[config.mk]
export PLATFORM = sky130hd
export DESIGN_NAME = mac_pipe_n_flat
export DESIGN_NICKNAME = d
export VERILOG_FILES = /design/src/rtl/mac_pipe_n_if.sv /design/src/rtl/mac_pipe_n.sv /design/src/flat_wrapper.sv
export SDC_FILE = /design/constraint.sdc
export NUM_CORES = 2
export LEC_CHECK = 0
export CAP_MARGIN = 20
export CORE_MARGIN = 4
export CORE_UTILIZATION = 30
export CTS_BUF_LIST = sky130_fd_sc_hd__clkbuf_16
export DETAILED_ROUTE_END_ITERATION = 16
export PLACE_DENSITY = 0.44
export SYNTH_ARGS = -nofsm -noshare
export SYNTH_HDL_FRONTEND = slang
export SYNTH_SLANG_ARGS = --single-unit
export TNS_END_PERCENT = 20
[constraint.sdc]
create_clock -name clk -period 10.8 [get_ports clk]
set_input_delay 2.16 -clock clk [delete_from_list [all_inputs] [get_ports clk]]
set_output_delay 2.16 -clock clk [all_outputs]
set_load 0.02 [all_outputs]
[src/rtl/mac_pipe_n_if.sv]
// Operand/result handshake bundle for mac_pipe_n: valid/ready beats in,
// valid/ready group results out.
interface mac_pipe_n_if #(
  parameter int WIDTH = 32,
  parameter int ACC_W = 2*WIDTH+8,
  parameter int CNT_W = 16
);
  logic             in_valid;
  logic             in_ready;
  logic [WIDTH-1:0] a;
  logic [WIDTH-1:0] b;
  logic             first;
  logic             last;
  logic             out_valid;
  logic             out_ready;
  logic [ACC_W-1:0] acc_out;
  logic [CNT_W-1:0] count_out;
  logic             ovf_out;

  modport master (
    output in_valid, a, b, first, last, out_ready,
    input  in_ready, out_valid, acc_out, count_out, ovf_out
  );

  modport slave (
    input  in_valid, a, b, first, last, out_ready,
    output in_ready, out_valid, acc_out, count_out, ovf_out
  );
endinterface

[src/rtl/mac_pipe_n.sv]
// Pipelined unsigned multiply-accumulate: operand register, product register,
// then accumulate/emit. Define MAC_SAT_EN to saturate acc on overflow instead of wrapping.
module mac_pipe_n #(
  parameter int WIDTH = 32,
  parameter int ACC_W = 2*WIDTH+8,
  parameter int CNT_W = 16
) (
  input logic        clk,
  input logic        rst,
  mac_pipe_n_if.slave bus
);

  logic adv;

  logic             s1_valid_q, s1_valid_d;
  logic [WIDTH-1:0] s1_a_q, s1_a_d;
  logic [WIDTH-1:0] s1_b_q, s1_b_d;
  logic             s1_first_q, s1_first_d;
  logic             s1_last_q, s1_last_d;

  logic             s2_valid_q, s2_valid_d;
  logic [ACC_W-1:0] s2_prod_q, s2_prod_d;
  logic             s2_first_q, s2_first_d;
  logic             s2_last_q, s2_last_d;

  logic [ACC_W-1:0] acc_q, acc_d;
  logic [CNT_W-1:0] cnt_q, cnt_d;
  logic             ovf_q, ovf_d;

  logic             out_valid_q, out_valid_d;
  logic [ACC_W-1:0] acc_out_q, acc_out_d;
  logic [CNT_W-1:0] count_out_q, count_out_d;
  logic             ovf_out_q, ovf_out_d;

  logic [2*WIDTH-1:0] prod_full;
  logic [ACC_W-1:0]   acc_base;
  logic [ACC_W:0]     sum;
  logic               ovf_next;
  logic [ACC_W-1:0]   acc_next;
  logic [CNT_W-1:0]   cnt_next;

  // The whole pipe moves as one; a held result freezes every stage.
  assign adv          = !out_valid_q || bus.out_ready;
  assign bus.in_ready = adv;

  assign prod_full = (2*WIDTH)'(s1_a_q) * (2*WIDTH)'(s1_b_q);

  always_comb begin
    acc_base = s2_first_q ? '0 : acc_q;
    sum      = {1'b0, acc_base} + {1'b0, s2_prod_q};
    ovf_next = (s2_first_q ? 1'b0 : ovf_q) | sum[ACC_W];
`ifdef MAC_SAT_EN
    acc_next = ovf_next ? '1 : sum[ACC_W-1:0];
`else
    acc_next = sum[ACC_W-1:0];
`endif
    if (s2_first_q)
      cnt_next = CNT_W'(1);
    else if (&cnt_q)
      cnt_next = cnt_q;
    else
      cnt_next = cnt_q + CNT_W'(1);
  end

  always_comb begin
    s1_valid_d  = s1_valid_q;
    s1_a_d      = s1_a_q;
    s1_b_d      = s1_b_q;
    s1_first_d  = s1_first_q;
    s1_last_d   = s1_last_q;
    s2_valid_d  = s2_valid_q;
    s2_prod_d   = s2_prod_q;
    s2_first_d  = s2_first_q;
    s2_last_d   = s2_last_q;
    acc_d       = acc_q;
    cnt_d       = cnt_q;
    ovf_d       = ovf_q;
    out_valid_d = out_valid_q;
    acc_out_d   = acc_out_q;
    count_out_d = count_out_q;
    ovf_out_d   = ovf_out_q;

    if (adv) begin
      s1_valid_d  = bus.in_valid;
      s1_a_d      = bus.a;
      s1_b_d      = bus.b;
      s1_first_d  = bus.first;
      s1_last_d   = bus.last;

      s2_valid_d  = s1_valid_q;
      s2_prod_d   = ACC_W'(prod_full);
      s2_first_d  = s1_first_q;
      s2_last_d   = s1_last_q;

      // Any pending result is being taken this edge unless a new one replaces it.
      out_valid_d = 1'b0;

      if (s2_valid_q) begin
        acc_d = acc_next;
        cnt_d = cnt_next;
        ovf_d = ovf_next;
        if (s2_last_q) begin
          out_valid_d = 1'b1;
          acc_out_d   = acc_next;
          count_out_d = cnt_next;
          ovf_out_d   = ovf_next;
        end
      end
    end
  end

  always_ff @(posedge clk) begin
    if (rst) begin
      s1_valid_q  <= 1'b0;
      s1_a_q      <= '0;
      s1_b_q      <= '0;
      s1_first_q  <= 1'b0;
      s1_last_q   <= 1'b0;
      s2_valid_q  <= 1'b0;
      s2_prod_q   <= '0;
      s2_first_q  <= 1'b0;
      s2_last_q   <= 1'b0;
      acc_q       <= '0;
      cnt_q       <= '0;
      ovf_q       <= 1'b0;
      out_valid_q <= 1'b0;
      acc_out_q   <= '0;
      count_out_q <= '0;
      ovf_out_q   <= 1'b0;
    end else begin
      s1_valid_q  <= s1_valid_d;
      s1_a_q      <= s1_a_d;
      s1_b_q      <= s1_b_d;
      s1_first_q  <= s1_first_d;
      s1_last_q   <= s1_last_d;
      s2_valid_q  <= s2_valid_d;
      s2_prod_q   <= s2_prod_d;
      s2_first_q  <= s2_first_d;
      s2_last_q   <= s2_last_d;
      acc_q       <= acc_d;
      cnt_q       <= cnt_d;
      ovf_q       <= ovf_d;
      out_valid_q <= out_valid_d;
      acc_out_q   <= acc_out_d;
      count_out_q <= count_out_d;
      ovf_out_q   <= ovf_out_d;
    end
  end

  assign bus.out_valid = out_valid_q;
  assign bus.acc_out   = acc_out_q;
  assign bus.count_out = count_out_q;
  assign bus.ovf_out   = ovf_out_q;

endmodule

[src/flat_wrapper.sv]
// flat-port wrapper written by rule: the top's interface ports become plain ports
module mac_pipe_n_flat 
#(
  parameter int WIDTH = 32,
  parameter int ACC_W = 2*WIDTH+8,
  parameter int CNT_W = 16
)
  (clk, rst, bus_in_valid, bus_a, bus_b, bus_first, bus_last, bus_out_ready, bus_in_ready, bus_out_valid, bus_acc_out, bus_count_out, bus_ovf_out);
  mac_pipe_n_if #(.WIDTH(WIDTH), .ACC_W(ACC_W), .CNT_W(CNT_W)) bus_i ();
  input logic clk;
  input logic rst;
  input wire logic [$bits(bus_i.in_valid)-1:0] bus_in_valid;
  input wire logic [$bits(bus_i.a)-1:0] bus_a;
  input wire logic [$bits(bus_i.b)-1:0] bus_b;
  input wire logic [$bits(bus_i.first)-1:0] bus_first;
  input wire logic [$bits(bus_i.last)-1:0] bus_last;
  input wire logic [$bits(bus_i.out_ready)-1:0] bus_out_ready;
  output wire logic [$bits(bus_i.in_ready)-1:0] bus_in_ready;
  output wire logic [$bits(bus_i.out_valid)-1:0] bus_out_valid;
  output wire logic [$bits(bus_i.acc_out)-1:0] bus_acc_out;
  output wire logic [$bits(bus_i.count_out)-1:0] bus_count_out;
  output wire logic [$bits(bus_i.ovf_out)-1:0] bus_ovf_out;
  assign bus_i.in_valid = bus_in_valid;
  assign bus_i.a = bus_a;
  assign bus_i.b = bus_b;
  assign bus_i.first = bus_first;
  assign bus_i.last = bus_last;
  assign bus_i.out_ready = bus_out_ready;
  assign bus_in_ready = bus_i.in_ready;
  assign bus_out_valid = bus_i.out_valid;
  assign bus_acc_out = bus_i.acc_out;
  assign bus_count_out = bus_i.count_out;
  assign bus_ovf_out = bus_i.ovf_out;
  mac_pipe_n #(.WIDTH(WIDTH), .ACC_W(ACC_W), .CNT_W(CNT_W)) u_core (.clk(clk), .rst(rst), .bus(bus_i));
endmodule
After elaboration in Yosys (flattened, before gate mapping)
Index checks and enable logic that the tools add are counted.
W data, S select, Z words.

word-level totals
  register bits after elaboration = 313
  bits in latches = 0
  bits in writable memories = 0
  bits in read-only memories = 0
  bits of input ports = 70
  output and inout bits = 91
  logic and storage cells = 31
  memories = 0

operators by class
  add/sub/neg operators = 2
  multipliers = 1
  divide/modulo/power cells = 0
  $lt $le $gt $ge = 0
  equal/unequal tests = 0
  shift-type cells = 0
  mux-type cells = 6
  bitwise logic cells = 1
  reductions and logical operators = 5

operators with widths
  operator                 count
  $add A72 B64 Y73         1
  $mux W72                 1
  $mul A32 B32 Y64         1
  $mux W16                 2
  $add A16 B1 Y16 const B  1
  $reduce_and A16 Y1       1
  $mux W1                  3
  $reduce_and A3 Y1        1
  $reduce_and A2 Y1        1
  $logic_not A1 Y1         1
  $logic_or A1 B1 Y1       1
  $or A1 B1 Y1             1

Depth between registers and ports, before layout
  depth in word-level cells = 3
  gate-level depth with buffers = 30
  gate-level depth less buffers = 28

Worst setup path after synthesis
Ideal clock, no wire load.

  path type = register to register
  start = register u_core.s1_a_q[19]
  end = register u_core.s2_prod_q[62]
  setup time = 63 ps
  data arrival time = 7445 ps
  data required time = 10737 ps
  slack = 3292 ps
  cell stages (with the launch flop) = 30
  buffers on the path = 2
  period minus slack after synthesis = 7508 ps
  cells stage by stage = dfxtp_1 > clkbuf_1 > nand2_1 > fa_1 > inv_1 > fa_1 > inv_1 > fa_1 > inv_1 > fa_1 > inv_1 > fa_1 > inv_1 > fa_1 > fa_1 > inv_1 > fa_1 > inv_1 > ha_1 > buf_2 > nand2_1 > nor2_1 > and3_1 > and4_2 > a32oi_4 > a2111oi_4 > nor2_2 > or4_4 > a2111oi_2 > nand3b_1

between the ends
  word-level cells in the longest chain between the ends = 1

ends and longest elaborated chain
  element                   line               text
  start: declaration        mac_pipe_n.sv:16   logic [WIDTH-1:0] s1_a_q, s1_a_d;
  start signal: assignment  mac_pipe_n.sv:115  s1_a_q <= '0;
  start signal: assignment  mac_pipe_n.sv:132  s1_a_q <= s1_a_d;
  $mul A32 B32 Y64          mac_pipe_n.sv:46   assign prod_full = (2*WIDTH)'(s1_a_q) * (2*WIDTH)'(s1_b_q);
  end signal: assignment    mac_pipe_n.sv:137  s2_prod_q <= s2_prod_d;
  end: declaration          mac_pipe_n.sv:22   logic [ACC_W-1:0] s2_prod_q, s2_prod_d;

Every way passes these cells.
A chain may end at the register's enable or synchronous reset.

Worst setup path in the final report
  start = register u_core.s1_a_q[13]
  end = register u_core.s2_prod_q[59]

The elaborated chain is that of the path after synthesis.

==> reports/qor.txt <==
Hold Slack: 0.448 ns
Final GP Congestion: 0.865
Fillcell total: 17400
RSZ-0062 raised after global routing: no
Sw frac: 0.505
Crit Path Class: reg2reg
Final WS setup: 1.91 ns
CP startpoint: u_core.s1_a_q[13]
Synth Register Bits: 313
Share of layout cells above drive strength 1: 0.0355
Seq/Total Area, Yosys: 0.128
Nets: 7030
Levels on crit path: 25
Max-cap violations: 0
Synth area leaders: fa_1 37%, dfxtp_1 13%, ha_1 8.4%
Finished Cell Area: 54200 sq um
Tcrit/Tclk final: 0.824
Status: completed
Crit path time final: 8.89 ns
Vias in the first global route: 41500
Worst skew pair latency: 0.65 ns
R2R cell count: 25
Remaining DRCs: 0
PD cells: 167 nW/um^2
Clock skew: 0.0534 ns
Tightest Pin Transition: 1.11 ns
# Post-CTS Setup Buffers: 0
Cell area after synthesis: 49000 sq um
Post-route ant nets: 0
CP max FO: 18
CP Capture Type: flop
Area delta synth->final: 10.5%
Yosys top cell area share: 0.366
Async SR Flop Fraction: 0
First-pass GRT wire length: 253000 microns
Number of synthesis warnings: 0
Crit start category: flop
Peak VDD IR: 0.253 mV
Pre-CTS WS: 1.99 ns
Distinct cells, synth: 85
Worst Path Arrival: 9.44 ns
Vias: 38300
Fin Setup TNS: 0 ns
Most frequent cells in the layout: 1034 x nand2_1, 917 x inv_1, 897 x fa_1, 568 x and2_1, 396 x a21oi_1
Area of placed instances: 52600 sq um
Maximum root-to-sink buffer count: 3
DIE AREA: 170000 sq um
PostCTS Resize Cnt: 0
Fmax achieved: 112 MHz
H-Tree Depth: 2
Vias per std cell: 4.82
Hold Vio Cnt, Final: 0
Initial core utilization: 0.302
Internal power: 4.48 mW
Hold path start: u_core.acc_q[13]
First-pass iteration count of the detailed router: 5
Hold_buf cts: 0
DP HPWL: 122000 microns
Mapped Cells: 5814
I/O Pins: 161
CTS tree: yes
# clock sinks: 313
Die width: 412 microns
Slowest CP cell: dfxtp_1
Die Span Y: 412 microns
Post-synth EDFFs: 0
Comb pwr share: 0.671
Core ar.: 163000 sq um
Net Switching: 4.56 mW
CP required: 11.35 ns
Mapped Nets: 7109
Static Leak: 24.6 nW
Num CTS Buffers: 45
Initial DRC count: 2042
Post-synth top flop: dfxtp_1
Max stage delay on crit path: 0.82 ns
Initial antenna violation count: 9
Clock share of power: 0.170
All-Layer GR Usage: 0.193
Post-synth top area cell: fa_1
HP Class: reg2reg
Hold path depth: 2
Slew headroom: 0.263
GR Overflow Total: 0
IO Port Bufs: 160
CP most frequent cell: fa_1
Worst r2r src: u_core.s1_a_q[13]
CTS root buf: clkbuf_16
Routed wire length: 160000 microns
WL per Instance: 20.1 microns
Most common cell after layout, fill and taps aside: nand2_1
Seq pwr share: 0.159
Fin util: 0.333
Fin. max-slew vios: 0
Worst path bufs/invs: 5
CTS clk-pin slew, worst paths: 0.06 ns
CP delay by family, top: adder cells
# setup viols final: 0
Pin count of the biggest net entering global routing: 95
Row count: 148
Post-Syn Area per Cell: 8.44 sq um
## synth_stat cells (4+ instances only)
cell type  instances
a211o_1            7
a211oi_1          38
a21boi_0           6
a21o_1            66
a21oi_1          396
a221oi_1           5
a311o_1            5
a31oi_1           38
a41oi_1            4
and2_1           569
and3_1            37
buf_1             15
buf_2             11
clkbuf_1         336
dfxtp_1          313
fa_1             897
ha_1             328
inv_1            912
nand2_1         1036
nand2b_1           6
nand3_1           64
nand4_1           53
nor2_1           147
nor2b_1           79
nor3_1            45
nor4_1             9
o2111ai_1          5
o211ai_1          12
o21a_1            19
o21ai_0          103
o21bai_1          23
o31ai_1           10
or2_2              4
or3_1             18
or4_1              4
xnor2_1           87
xor2_1            29
## final timing paths
path / to / slack [ns]
worst max-delay path: u_core.s2_prod_q[59] / 1.91
worst min-delay path: u_core.acc_q[13] / 0.45
worst max register to register: u_core.s2_prod_q[59] / 1.91
worst min register to register: u_core.acc_q[13] / 0.45
## sequential cells by signal (all words and copies together) (netlist names), 16 cells and up
name                  count
u_core.acc_q             72
u_core.bus.acc_out       72
u_core.bus.count_out     16
u_core.cnt_q             16
u_core.s1_a_q            32
u_core.s1_b_q            32
u_core.s2_prod_q         64
## tightest hold or removal path, cell delays in order, from the launching register on
cell	delay [ns]
dfxtp_1	0.30
nand2_1	0.05
a21oi_1	0.05
## cell type report
type | instances | area (sq um) | share of cell area
multi-input combinational | 4220 | 38000 | 0.701
timing repair buffer | 240 | 2230 | 0.0411
clock inverter | 39 | 385 | 0.00711
inverter | 915 | 3440 | 0.0635
antenna | 5 | 12.5 | 0.000231
clock buffer | 45 | 1130 | 0.0208
sequential | 313 | 6290 | 0.116
tap | 2175 | 2720 | 0.0502
## through the flow
stage,power [mW],instances
finish,9.03,7952
floorplan,5.60,5814
detailed placement,7.61,7862
global placement,7.62,7862
CTS,9.24,7946
global route,9.97,7947
## layer usage
layer	track usage	vias up	part of all wire
met2	0.334	787	0.49
li1	-	17800	-
met1	0.247	19500	0.43
met4	0.0608	0	0.036
met3	0.0281	192	0.047
met5	0	-	0
## kinds of logic (layout without fill, tap and decap cells)
family | after synthesis | after routing | synth area share
other cells | 0 | 5 | 0
mux | 4 | 4 | 0.000842
fa+ha+maj | 1225 | 1225 | 0.450
simple gates | 2088 | 2088 | 0.204
buf+inv | 1281 | 1239 | 0.0985
xor+xnor | 116 | 116 | 0.0207
flops | 313 | 313 | 0.128
compound gates | 787 | 787 | 0.0982
## power by group through the flow
stage	clock, mW	sequential [mW]	combinational [mW]
floorplan	0	1.36	4.24
global placement	0	1.46	6.16
detailed placement	0	1.47	6.14
CTS	1.61	1.44	6.18
global route	1.65	1.45	6.87
finish	1.54	1.44	6.06
Power figures use the tool's default switching activity.
